$ cat src/rtl/shifter_arbiter.sv


module shifter_arbiter #(
  parameter int IWIDTH = 32,
  parameter int SWIDTH = 5
) (
  input  logic              CLK,
  input  logic              RST,
  input  logic              REQ0_VALID,
  output logic              REQ0_READY,
  input  logic              REQ0_DIR,
  input  logic [SWIDTH-1:0] REQ0_AMT,
  input  logic [IWIDTH-1:0] REQ0_DATA,
  input  logic              REQ1_VALID,
  output logic              REQ1_READY,
  input  logic              REQ1_DIR,
  input  logic [SWIDTH-1:0] REQ1_AMT,
  input  logic [IWIDTH-1:0] REQ1_DATA,
  output logic              RSP_VALID,
  input  logic              RSP_READY,
  output logic              RSP_ID,
  output logic [IWIDTH-1:0] RSP_DATA,
  output logic              BUSY,
  output logic              BS_DIR,
  output logic [SWIDTH-1:0] BS_AMT,
  output logic [IWIDTH-1:0] BS_D_IN,
  input  logic [IWIDTH-1:0] BS_D_OUT
);

  typedef enum logic [1:0] {IDLE, SHIFT, RESP} state_t;

  state_t              state_q, state_d;
  logic                last_q, last_d;
  logic                id_q, id_d;
  logic                bs_dir_q, bs_dir_d;
  logic [SWIDTH-1:0]   bs_amt_q, bs_amt_d;
  logic [IWIDTH-1:0]   bs_din_q, bs_din_d;
  logic [IWIDTH-1:0]   rsp_data_q, rsp_data_d;
  logic                gnt0, gnt1;

  // Round-robin grant, only meaningful in IDLE; on a tie the requester
  // that did not win last time goes first. A grant implies its VALID.
  always_comb begin
    gnt0 = 1'b0;
    gnt1 = 1'b0;
    if (state_q == IDLE) begin
      if (REQ0_VALID && REQ1_VALID) begin
        gnt0 = last_q;
        gnt1 = ~last_q;
      end else begin
        gnt0 = REQ0_VALID;
        gnt1 = REQ1_VALID;
      end
    end
  end

  // Next state and register loads; everything holds unless updated.
  always_comb begin
    state_d    = state_q;
    last_d     = last_q;
    id_d       = id_q;
    bs_dir_d   = bs_dir_q;
    bs_amt_d   = bs_amt_q;
    bs_din_d   = bs_din_q;
    rsp_data_d = rsp_data_q;
    case (state_q)
      IDLE: begin
        if (gnt0) begin
          bs_dir_d = REQ0_DIR;
          bs_amt_d = REQ0_AMT;
          bs_din_d = REQ0_DATA;
          id_d     = 1'b0;
          last_d   = 1'b0;
          state_d  = SHIFT;
        end else if (gnt1) begin
          bs_dir_d = REQ1_DIR;
          bs_amt_d = REQ1_AMT;
          bs_din_d = REQ1_DATA;
          id_d     = 1'b1;
          last_d   = 1'b1;
          state_d  = SHIFT;
        end
      end
      SHIFT: begin
        // Shifter inputs are registered, so its output is settled here.
        rsp_data_d = BS_D_OUT;
        state_d    = RESP;
      end
      RESP: begin
        if (RSP_READY) state_d = IDLE;
      end
      default: state_d = IDLE;
    endcase
  end

  // State and datapath registers; reset aborts any transaction in flight.
  always_ff @(posedge CLK or posedge RST) begin
    if (RST) begin
      state_q    <= IDLE;
      last_q     <= 1'b1;
      id_q       <= 1'b0;
      bs_dir_q   <= 1'b0;
      bs_amt_q   <= '0;
      bs_din_q   <= '0;
      rsp_data_q <= '0;
    end else begin
      state_q    <= state_d;
      last_q     <= last_d;
      id_q       <= id_d;
      bs_dir_q   <= bs_dir_d;
      bs_amt_q   <= bs_amt_d;
      bs_din_q   <= bs_din_d;
      rsp_data_q <= rsp_data_d;
    end
  end

  assign REQ0_READY = gnt0;
  assign REQ1_READY = gnt1;
  assign RSP_VALID  = (state_q == RESP);
  assign RSP_ID     = id_q;
  assign RSP_DATA   = rsp_data_q;
  assign BUSY       = (state_q != IDLE);
  assign BS_DIR     = bs_dir_q;
  assign BS_AMT     = bs_amt_q;
  assign BS_D_IN    = bs_din_q;

endmodule

$ cat config.mk
export PLATFORM = sky130hd
export DESIGN_NAME = shifter_arbiter
export DESIGN_NICKNAME = d
export VERILOG_FILES = /design/src/rtl/shifter_arbiter.sv
export SDC_FILE = /design/constraint.sdc
export NUM_CORES = 1
export LEC_CHECK = 0
export BUFFER_PORTS_ARGS = -buffer_cell sky130_fd_sc_hd__buf_4
export CAP_MARGIN = 10
export CORE_ASPECT_RATIO = 1.1
export CORE_MARGIN = 2
export CORE_UTILIZATION = 42
export CTS_BUF_LIST = sky130_fd_sc_hd__clkbuf_4
export DETAILED_ROUTE_END_ITERATION = 8
export PLACE_DENSITY = 0.78
export SYNTH_ARGS = -nofsm -noshare
export SYNTH_HDL_FRONTEND = slang
export SYNTH_SLANG_ARGS = --single-unit
export TNS_END_PERCENT = 30
$ cat constraint.sdc
create_clock -name CLK -period 3.95 [get_ports CLK]
set_input_delay 0.5925 -clock CLK [delete_from_list [all_inputs] [get_ports CLK]]
set_output_delay 0.5925 -clock CLK [all_outputs]
set_load 0.005 [all_outputs]
# Word level (Yosys, flattened, before mapping)
# Cells that the tools add are included.
# op_classes
reduce_logical	6
n_bitwise	1
n_eq_ne	4
mux	16
# op_table
cell	n
two-way mux 32 bit	2
two-way mux 5 bit	2
two-way mux 1 bit	8
two-way mux 2 bit	3
one-hot mux 2 bit (3 select lines)	1
AND reduction 2 bit	2
nonzero test 2 bit	2
inequality test 3 bit (second input constant)	1
== test 2 x 1 -> 1 bit (second input constant)	1
== test 2 bit (second input constant)	1
logical NOT 2 bit	1
inequality test 2 x 1 -> 1 bit (second input constant)	1
logical AND 1 bit	1
NOT 1 bit	1
# word_totals
wordCells	34
regBits	74
input_bits	113

# Longest topological paths before layout
# Gate-level depths: netlist of the first run.
# logic_depth
depth_word	6
depth_mapped	6
ltp_nobuf	4

# Least setup slack after synthesis of the first run
# No wires, ideal clock.
# synth_path
path_kind	input to output
startpoint	in REQ0_VALID
endpoint	out REQ1_READY
arrival_ps	1042
n_path_buf	2
cell_stages	4
required_time_ps	3357
setup_slack_ps	2316
cell_sequence	nand2_1 -> and3_1 -> buf_6 -> buf_6
# synth_via
elab_chain_len	3
# synth_lines
item	line_no	source
start: declaration	9	input logic REQ0_VALID,
logical AND 1 bit	47	if (REQ0_VALID && REQ1_VALID) begin
two-way mux 1 bit	47	
two-way mux 1 bit	46	if (state_q == IDLE) begin
end: declaration	15	output logic REQ1_READY,
# Every way passes these cells.

# Worst setup path in the final report of the first run
# layout_path
startpoint	reg last_q
endpoint	out REQ0_READY
# layout_via
elab_chain_len	2
# layout_lines
item	line_no	source
start: declaration	33	logic last_q, last_d;
start signal: assignment	108	last_q <= last_d;
two-way mux 1 bit	47	
two-way mux 1 bit	46	
end: declaration	10	output logic REQ0_READY,
# Every way passes these cells.

==> summary.txt, run 1 <==
Run status
  • Status: complete, no violations

Routing
  • DR DRC count: 0
  • Overall routed net length: 8.17 mm
  • DR vias: 2,603
  • Iter 0 DRT Violations: 51
  • Post-route ant nets: 0
  • DRT Pass-1 Iters: 4
  • Per-cell routed wire length: 16.5 microns
  • Vias per inst: between 5 and 6

Power
  • Switch Pwr: between 1 and 1.5 mW
  • Internal: 2.29 mW
  • Leakage power: 2.30 nW
  • Peak supply drop: between 0.0003 and 0.0004 V
  • Pwr per Cell Area: 728 nW/um^2
  • Clock group share of total power: 11.5%
  • Switching part of the total: 32.4%
  • Reg power frac: between 40% and 50%
  • Logic pwr share: 48.5%

Clock network
  • Clock Sinks: 74
  • Htree depth: 3
  • Clock Latency Late Sink: 0.40 ns
  • Cts repair resizes: 0
  • Root buffer cell: clkbuf_4
  • CTS max path bufs: 2
  • Number of buffers created by CTS: 9
  • CTS tree: yes
  • Setup Fix Bufs, Post-CTS: 0
  • Clock transition at the registers of the reported paths: 0.10 ns
  • # hold bufs at CTS: 0

Placement
  • Routability Congestion: around 0.76
  • Post-DP Area: 4530 sq um
  • Input/output buffers: 187
  • Post-DP HPWL: about 6.2 mm

Synthesis
  • Synth cell types: 20
  • Yosys warnings: 0
  • Synth area leader: dfrtp_1
  • Area share of the largest cell type after synthesis: 58.2%
  • Avg Cell Area, Syn: ~14 sq um
  • Post-synthesis register bit count: 74
  • Cell count after synthesis: 219
  • Syn_nets: 332
  • Sequential element share of the synthesized area: approximately 59%
  • Synth Cell Area: 3140 sq um
  • Top cells by area, synth: dfrtp_1 (58%), a221o_1 (12%), mux2_1 (10%)

Cells and area
  • Commonest non-fill, non-tap cell in the layout: buf_4
  • Share of layout cells above drive strength 1: between 50% and 60%
  • Nets: 515
  • Ant. Diodes: 0
  • Most frequent cells in the layout: buf_4 (192), dfrtp_1 (73), a221o_1 (38)
  • Fill cells: approximately 620
  • Layout area overhead: 48.3%
  • Post-route cell area: 4650 sq um

Setup path
  • Crit-path slowest cell: dfstp_2
  • R2R Path End: BS_D_IN[14]$_DFFE_PP0P_
  • Setup crit end kind: output pin
  • CP max FO: 39
  • Buf/Inv on CP: 2
  • CP Cell Sequence: nand2b_1 -> nand3_2 -> inv_2 -> buf_4
  • Critical Path Start Type: register
  • R2R cell count: 4
  • Crit path max-delay family: buffers and inverters
  • R2R setup slack: 2.09 ns
  • Required @ worst endpoint: between 3 and 4 ns
  • CP max stage delay: 0.55 ns
  • R2R Path Start: state_q[0]$_DFFE_PP0P_
  • Critical Path AT: about 1.9 ns
  • Critical path class: reg -> out

STA
  • TNS Setup: 0 ns
  • # setup viols final: 0
  • RSZ-0062 raised after global routing: false
  • Final Max Tran Viols: 0
  • Final Skew: 0.0134 ns
  • Transition time of the tightest slew-check pin: 0.983 ns
  • Final worst path period share: 63.3%
  • Highest clock rate: 400 MHz
  • Worst relative slew slack: 34.4%
  • Tmin final: between 2 and 3 ns
  • Hold Fails Final Rpt: 0

Global routing
  • Gr usage total: 20.1%
  • Initial antenna violation count: 0
  • Total gr overflow: 0
  • Vias in the first global route: 2,662
  • First-pass GRT wire length: 12.6 mm
  • Pin count of the biggest net entering global routing: 49

Min path
  • Hold path endpoint: state_q[1]$_DFFE_PP0P_
  • Hold depth: 2
  • Worst Hold Class: in -> reg
  • Worst Hold Launch: RSP_READY

Die
  • Initial Util: between 40% and 50%
  • Chip width: 86.4 microns
  • Core area: 7350 sq um
  • Die height: 94.7 microns
  • Die area: 8180 sq um
  • I/O Pins: 188
  • Num rows: 33

Job
  • Maxcap violations: 0
==> state kept, by name (all words and copies together), names as in the netlist <==
register	cells
BS_D_IN	32
BS_AMT	5
state_q	2
RSP_DATA	32
last_q	1
RSP_ID	1
BS_DIR	1
==> power groups by stage <==
stage,logic (mW),registers [mW],clock network (mW)
floorplan,0.857,1.37,0
global placement,1.61,1.36,0
detailed placement,1.66,1.37,0
CTS,1.65,1.36,0.402
global route,1.79,1.40,0.438
finish,1.64,1.36,0.388
==> cells by family after synthesis <==
kind of cell / Yosys count / share of synthesized area, %
AOI/OAI and AO/OA: 79 / 22.2
DFF: 74 / 59.0
muxes: 32 / 11.5
buffers and inverters: 25 / 5.62
and+or+nand+nor: 9 / 1.67
==> per-stage QoR <==
| step | hold slack [ns] | power [mW] | utilization [%] | worst slack, ns | std cells |
|---|---|---|---|---|---|
| global placement | 0.478 | 2.98 | 61.6 | 1.76 | 477 |
| global route | 0.353 | 3.63 | 63.3 | 1.28 | 494 |
| CTS | 0.364 | 3.42 | 63.1 | 1.42 | 493 |
| finish | 0.386 | 3.39 | 63.3 | 1.45 | 494 |
| floorplan | 0.487 | 2.23 | - | 1.48 | 219 |
| detailed placement | 0.483 | 3.03 | 61.6 | 1.71 | 477 |
==> per-layer routing <==
| layer | part of all wire [%] | track usage [%] | up-vias |
|---|---|---|---|
| met1 | 39 | 23.4 | 1244 |
| met4 | 2.4 | 9.38 | 0 |
| met3 | 9.2 | 6.64 | 16 |
| met2 | 49 | 33.4 | 141 |
| met5 | 0 | 0 | - |
| li1 | - | - | 1202 |
==> layout make-up <==
type | count | area [sq um] | share of cell area, %
Multi-Input combinational cell | 120 | 1110 | 23.9
Clock inverter | 4 | 18.8 | 0.403
Tap cell | 87 | 109 | 2.34
Clock buffer | 12 | 90.1 | 1.94
Inverter | 4 | 15.0 | 0.323
Timing Repair Buffer | 193 | 1460 | 31.3
Sequential cell | 74 | 1850 | 39.8
==> worst reg2reg max path: stages, from the launching register on <==
cell and delay (ns):
dfrtp_1 0.41, nor2_2 0.19, and3_1 0.59, buf_4 0.40
a221o_1 0.22
==> worst max path at each step <==
stage                             from  slack, ns  cells after the start               endpoint
global route        last_q$_DFFE_PP1P_       1.28                      4             REQ0_READY
floorplan                          RST       1.48                      1  BS_AMT[0]$_DFFE_PP0P_
CTS                 last_q$_DFFE_PP1P_       1.42                      4             REQ0_READY
finish              last_q$_DFFE_PP1P_       1.45                      4             REQ0_READY
detailed placement          REQ1_VALID       1.71                      5             REQ0_READY
global placement            REQ1_VALID       1.76                      5             REQ0_READY
==> synth_stat cells <==
library cell / instances
a221o_1: 38
and3_1: 1
buf_2: 12
buf_6: 6
buf_8: 2
clkbuf_1: 1
dfrtp_1: 73
dfstp_2: 1
inv_1: 2
inv_2: 2
mux2_1: 29
mux2_2: 3
nand2_1: 1
nand2b_1: 3
nand3_2: 1
nor2_1: 2
nor2_2: 1
o21a_1: 31
o21a_2: 9
o21ai_0: 1
Power figures use the tool's default switching activity.
==> run 2, diff against run 1 <==
CORE_UTILIZATION = 40   (was 42)
clock period = 2.2 ns   (was 3.95 ns; I/O delays follow)
==> summary.txt, run 2 (synthesis gave the netlist of run 1 again) <==
Clock network
  • Htree depth: 3 (unchanged)
  • CTS max path bufs: 2 (unchanged)
  • CTS tree: yes
  • Setup Fix Bufs, Post-CTS: 0 (unchanged)
  • Root buffer cell: clkbuf_4
  • Number of buffers created by CTS: 9 (unchanged)
  • Clock transition at the registers of the reported paths: 0.13 ns (+0.03 ns)
  • Clock Latency Late Sink: 0.42 ns (+0.02 ns)
  • Clock Sinks: 74 (unchanged)
  • Cts repair resizes: 0 (unchanged)

Setup path
  • Required @ worst endpoint: 1.87 ns (-1.49 ns)
  • R2R cell count: 4 (unchanged)
  • CP max FO: 11 (-72%)
  • Critical Path Source: state_q[0]$_DFFE_PP0P_
  • Critical Path Start Type: register
  • R2R Path End: BS_AMT[1]$_DFFE_PP0P_
  • Critical Path End: REQ1_READY
  • Critical Path AT: 1.71 ns (-0.20 ns)
  • R2R setup slack: 0.60 ns (-1.49 ns)
  • R2R Path Start: last_q$_DFFE_PP1P_
  • Critical path class: reg -> out
  • Setup crit end kind: output pin

Routing
  • DR vias: 2,593 (-0.38%)
  • Overall routed net length: 8.64 mm (+5.8%)
  • Post-route ant nets: 0 (unchanged)
  • DR DRC count: 0 (unchanged)
  • DRT Pass-1 Iters: 4 (unchanged)
  • Iter 0 DRT Violations: 116 (+130%)
  • Per-cell routed wire length: 16.8 microns (+1.6%)
  • Vias per inst: 5.04 (-4.3%)

Die
  • Core area: 7510 sq um (+2.2%)
  • Num rows: 33 (unchanged)
  • I/O Pins: 188 (unchanged)
  • Initial Util: 41.8% (-0.94 points)
  • Chip width: 88.5 microns (+2.4%)
  • Die area: 8570 sq um (+4.8%)
  • Die height: 96.9 microns (+2.4%)

STA
  • Highest clock rate: 490 MHz
  • Hold Fails Final Rpt: 0 (unchanged)
  • # setup viols final: 0 (unchanged)
  • Transition time of the tightest slew-check pin: 0.704 ns (-0.279 ns)
  • Final Max Tran Viols: 0 (unchanged)
  • Final Skew: 0.0184 ns (+0.00508 ns)
  • Worst relative slew slack: 53.0% (+19 points)
  • RSZ-0062 raised after global routing: false
  • Tmin final: 2.04 ns
  • TNS Setup: 0 ns (unchanged)
  • Final worst path period share: 92.8%
  • Setup WS post-layout: 0.159 ns (-1.29 ns)

Global routing
  • Total gr overflow: 0 (unchanged)
  • Vias in the first global route: 2,728 (+2.5%)
  • Pin count of the biggest net entering global routing: 41 (-16%)
  • Gr usage total: 20.2% (+0.13 points)
  • First-pass GRT wire length: 13.3 mm (+5.3%)
  • Initial antenna violation count: 0 (unchanged)

Min path
  • Worst Hold Launch: BS_D_OUT[15]
  • Worst Hold Class: in -> reg
  • Hold depth: 2 (unchanged)

Power
  • Peak supply drop: 0.000612 V (+68%)
  • Internal: 4.32 mW (+89%)
  • Reg power frac: 38.2% (-1.9 points)
  • Pwr per Cell Area: 1330 nW/um^2 (+83%)
  • Switching part of the total: 32.0% (-0.38 points)
  • Switch Pwr: 2.03 mW (+85%)
  • Leakage power: 2.33 nW (+1.2%)
  • Logic pwr share: 46.8% (-1.7 points)
  • Clock group share of total power: 15.0% (+3.5 points)

Cells and area
  • Layout area overhead: 52.1%
  • Share of layout cells above drive strength 1: 55.7% (about the same)
  • Commonest non-fill, non-tap cell in the layout: buf_4
  • Nets: 517 (+0.39%)
  • Non-filler cells, final: 514 (+4.0%)
  • Ant. Diodes: 0 (unchanged)
  • Most frequent cells in the layout: buf_4 (192), dfrtp_1 (73), a221o_1 (38)
  • Post-route cell area: 4770 sq um (+2.6%)

Placement
  • Routability Congestion: 0.711 (-5.9%)
  • Cells after DPL: 497 (+4.2%)
  • Input/output buffers: 187 (unchanged)
  • Post-DP HPWL: 6.43 mm (+4.3%)
  • Post-DP Area: 4600 sq um (+1.6%)
  • DP Worst Slack: 0.599 ns (-1.11 ns)

Run status
  • Status: complete, no violations

Job
  • Maxcap violations: 0 (unchanged)
## run 2: cell type report
cell class / count / area (sq um)
multi-input cells: 120 / 1120
fillers: 613 / 2740
well taps: 105 / 131
inverters: 4 / 18.8
clock inverters: 7 / 93.8
flip-flops and latches: 74 / 1850
clock buffers: 9 / 67.6
repair buffers: 195 / 1490
## run 2: repair_timing
item                       4_1_cts  5_1_grt
hold buffers                     1        0
setup endpoints to repair        0        0
hold endpoints to repair        23        0
## run 2: stage by stage
step / total power, mW / util [%] / hold WS (ns)
final: 6.35 / 63.5 / 0.113
after global routing: 6.80 / 63.5 / 0.0693
after CTS: 6.43 / 63.5 / 0.0890
after detailed placement: 5.48 / 61.2 / 0.431
after global placement: 5.36 / 61.2 / 0.421
after floorplan: 4.01 / - / 0.438
## run 2: worst min-delay path by stage
stage                                          end  slack (ns)
after CTS                 RSP_DATA[15]$_DFFE_PP0N_        0.09
final                     RSP_DATA[15]$_DFFE_PP0N_        0.11
after detailed placement    BS_D_IN[7]$_DFFE_PP0P_        0.43
after global placement      BS_D_IN[0]$_DFFE_PP0P_        0.42
after global routing      RSP_DATA[15]$_DFFE_PP0N_        0.07
after floorplan             state_q[1]$_DFFE_PP0P_        0.44
## run 2: power groups by stage
stage          combinational, mW  sequential [mW]  clock (mW)
6_report                    2.97             2.43       0.949
5_1_grt                     3.25             2.50        1.04
4_1_cts                     3.02             2.43       0.973
3_5_place_dp                3.03             2.45           0
3_3_place_gp                2.93             2.43           0
2_1_floorplan               1.54             2.47           0
## run 2: per-layer routing
metal	track usage [%]	vias up	routed length [microns]
met3	7.59	20	913
met1	24.4	1225	3380
met2	31.6	140	4090
met5	0	-	0
li1	-	1208	-
met4	9.21	0	254
## run 2: worst max-delay path, cell delays in order, from the launching register on
cell	delay, ns
dfrtp_1	0.42
nor2_2	0.17
and3_1	0.51
buf_4	0.20
==> run 3, diff against run 2 <==
ABC_AREA = 1   (was default)
CORE_MARGIN = 5   (was 2)
CORE_UTILIZATION = 42   (was 40)
GPL_TIMING_DRIVEN = 1   (was default)
==> summary.txt, run 3 <==
Clock network
  • Clock Latency Late Sink: 0.41 ns (about the same)
  • Cts repair resizes: 0 (unchanged)
  • Htree depth: 3 (unchanged)
  • Clock transition at the registers of the reported paths: 0.13 ns (about the same)
  • Clock Sinks: 74 (unchanged)
  • CTS max path bufs: 2 (unchanged)
  • Root buffer cell: clkbuf_4
  • Number of buffers created by CTS: 9 (unchanged)
  • CTS tree: yes

Run status
  • Status: complete, no violations

Cells and area
  • Fill cells: 741 (+21%)
  • Layout area overhead: 46.1%
  • Share of layout cells above drive strength 1: 35.3% (-20 points)
  • Nets: 748 (+45%)
  • Ant. Diodes: 0 (unchanged)
  • Commonest non-fill, non-tap cell in the layout: buf_4
  • Most frequent cells in the layout: buf_4 (201), nand2_1 (148), nand3_1 (108)

Synthesis
  • Synth cell types: 15 (-25%)
  • Sequential element share of the synthesized area: 51.3% (-7.7 points)
  • Most common cell in the netlist: nand2_1
  • Post-synthesis adder-cell area fraction: 0% (unchanged)
  • Mux cell area share after synthesis: 0% (-11 points)
  • Avg Cell Area, Syn: 7.88 sq um (-45%)
  • Xor/xnor share of the synthesized area: 0% (unchanged)
  • Synth Cell Area: 3610 sq um (+15%)
  • Synth top cells by count: nand2_1 (148), nand3_1 (108), dfrtp_1 (73)
  • Syn_nets: 571 (+72%)
  • Number of enable flip-flop cells after synthesis: 0 (unchanged)
  • Simple-gate area share of the yosys netlist: 37.9% (+36 points)
  • Top cells by area, synth: dfrtp_1 (51%), nand2_1 (15%), nand3_1 (15%)
  • Most used DFF post-synth: dfrtp_1
  • Yosys warnings: 0 (unchanged)
  • Async SR Flop Fraction: 100% (unchanged)
  • Area share of the largest cell type after synthesis: 50.6% (-7.6 points)
  • Post-synthesis register bit count: 74 (unchanged)
  • Main combinational cell family by area after synthesis: simple AND/OR/NAND/NOR gates
  • Synth area leader: dfrtp_1
  • Synth Area in Compound Gates: 0.277% (-22 points)
  • Cell count after synthesis: 458 (+110%)

Power
  • Pwr per Cell Area: 1300 nW/um^2 (-2.4%)
  • Leakage power: 3.00 nW (+29%)
  • Peak supply drop: 0.000761 V (+24%)

Die
  • Core area: 8410 sq um (+12%)
  • Num rows: 35 (+6.1%)
  • Die area: 10,600 sq um (+23%)
  • Initial Util: 42.9% (+1.2 points)
  • Die height: 107 microns (+11%)
  • I/O Pins: 188 (unchanged)
  • Chip width: 98.4 microns (+11%)

Global routing
  • First-pass GRT wire length: 18.2 mm (+36%)
  • Most Crowded Layer GR: met2
  • Pin count of the biggest net entering global routing: 38 (-7.3%)
  • Total gr overflow: 0 (unchanged)
  • Vias in the first global route: 3,722 (+36%)
  • Gr usage total: 21.2% (+0.99 points)
  • Met1 Track Usage GR: 26.3% (+1.8 points)
  • Initial antenna violation count: 0 (unchanged)
  • Met3 usage: 7.03% (-0.57 points)
  • GR Util met2: 35.3% (+3.7 points)

Setup path
  • R2R setup slack: 0.62 ns (+0.02 ns)
  • CP max stage delay: 0.55 ns (+0.04 ns)
  • R2R Path End: BS_D_IN[17]$_DFFE_PP0P_
  • Required @ worst endpoint: 1.87 ns (about the same)
  • CP dominant cell by count: nand2_1
  • Critical Path Source: last_q$_DFFE_PP1P_
  • Critical Path End: REQ0_READY
  • CP max FO: 10 (-1)
  • Setup crit end kind: output pin
  • Critical Path AT: 1.62 ns (-0.09 ns)
  • R2R cell count: 6 (+2)
  • Critical path class: reg -> out
  • Critical Path Start Type: register
  • Crit-path slowest cell: dfstp_2
  • CP Cell Sequence: nand2_1 -> buf_4 -> nand2_1 -> nand2_1 -> inv_1 -> buf_4
  • R2R Path Start: state_q[0]$_DFFE_PP0P_

Placement
  • Post-DP HPWL: 8.55 mm (+33%)
  • Input/output buffers: 187 (unchanged)
  • Routability Congestion: 0.816 (+15%)

Routing
  • Post-route ant nets: 0 (unchanged)
  • Vias per inst: 5.03 (-0.31%)
  • Iter 0 DRT Violations: 161 (+39%)
  • DRT Pass-1 Iters: 4 (unchanged)
  • DR vias: 3,777 (+46%)
  • DR DRC count: 0 (unchanged)
  • Overall routed net length: 11.3 mm (+31%)
  • Per-cell routed wire length: 15.0 microns (-11%)

STA
  • RSZ-0062 raised after global routing: false
  • Transition time of the tightest slew-check pin: 0.605 ns (-0.0987 ns)
  • Worst relative slew slack: 59.6% (+6.6 points)
  • Final Skew: 0.0165 ns (-0.00196 ns)
  • Hold Fails Final Rpt: 0 (unchanged)
  • Final Max Tran Viols: 0 (unchanged)
  • TNS Setup: 0 ns (unchanged)
  • # setup viols final: 0 (unchanged)
  • Worst hold margin: 0.140 ns (+0.0264 ns)
  • Highest clock rate: 512 MHz (+4.5%)
  • Final worst path period share: 88.8% (-4.0 points)
  • Tmin final: 1.95 ns (-0.0875 ns)

Min path
  • Worst Hold Class: in -> reg

Job
  • Maxcap violations: 0 (unchanged)
## run 3: worst min path at each step
| stage | from | endpoint | slack, ns | cells past startpoint |
|---|---|---|---|---|
| floorplan | RSP_DATA[0]$_DFFE_PP0N_ | RSP_DATA[0]$_DFFE_PP0N_ | 0.47 | 2 |
| global placement | RST | RSP_DATA[30]$_DFFE_PP0N_ | 0.45 | 2 |
| detailed placement | RST | RSP_DATA[30]$_DFFE_PP0N_ | 0.45 | 2 |
| CTS | BS_D_OUT[13] | RSP_DATA[13]$_DFFE_PP0N_ | 0.11 | 3 |
| global route | BS_D_OUT[23] | RSP_DATA[23]$_DFFE_PP0N_ | 0.11 | 3 |
| finish | BS_D_OUT[13] | RSP_DATA[13]$_DFFE_PP0N_ | 0.14 | 3 |
## run 3: cell type report
class | count | area (sq um) | area share [%]
timing repair buffer | 204 | 1560 | 29.6
tap | 111 | 139 | 2.63
clock buffer | 10 | 75.1 | 1.42
sequential | 74 | 1850 | 35.1
multi-input combinational | 299 | 1380 | 26.1
inverter | 47 | 180 | 3.42
clock inverter | 6 | 90.1 | 1.71
## run 3: what timing repair did
action                                 in CTS  in global routing
buffers inserted                            0                  0
endpoints found under the hold margin      22                  0
setup endpoints to repair                   0                  0
hold buffers                                1                  0
## run 3: worst max-delay path, delay by kind of cell (launching register included)
kind                   cells  cell delay, ns
DFF                        1            0.55
and+or+nand+nor            3            0.29
buffers and inverters      3            0.38
## run 3: cells by family after synthesis
group                  Yosys count
AO/OA/AOI/OAI                    2
buffers and inverters           85
flip-flops                      74
AND/OR/NAND/NOR                297
## run 3: where the power goes
group	total [mW]	switching (mW)	leakage (nW)	internal [mW]
Combinational	3.42	1.82	2.00	1.60
Sequential	2.46	0.415	0.906	2.05
Clock	0.966	0.488	0.0870	0.478
Total	6.85	2.72	3.00	4.13
## run 3: per-layer routing
layer / vias to the layer above / routed length, microns
met5: - / 0
met4: 0 / 140
met3: 13 / 1080
met2: 174 / 5430
met1: 1743 / 4640
li1: 1847 / -
## run 3: stage by stage
step | utilization (%) | power, mW | instances | worst slack [ns] | instance area (sq um)
floorplan | - | 4.30 | 458 | 0.837 | 3610
global placement | 60.6 | 5.82 | 734 | 0.659 | 5100
detailed placement | 60.6 | 5.96 | 734 | 0.633 | 5100
CTS | 62.7 | 6.93 | 751 | 0.222 | 5270
global route | 62.7 | 7.43 | 751 | 0.0811 | 5270
finish | 62.7 | 6.85 | 751 | 0.247 | 5270
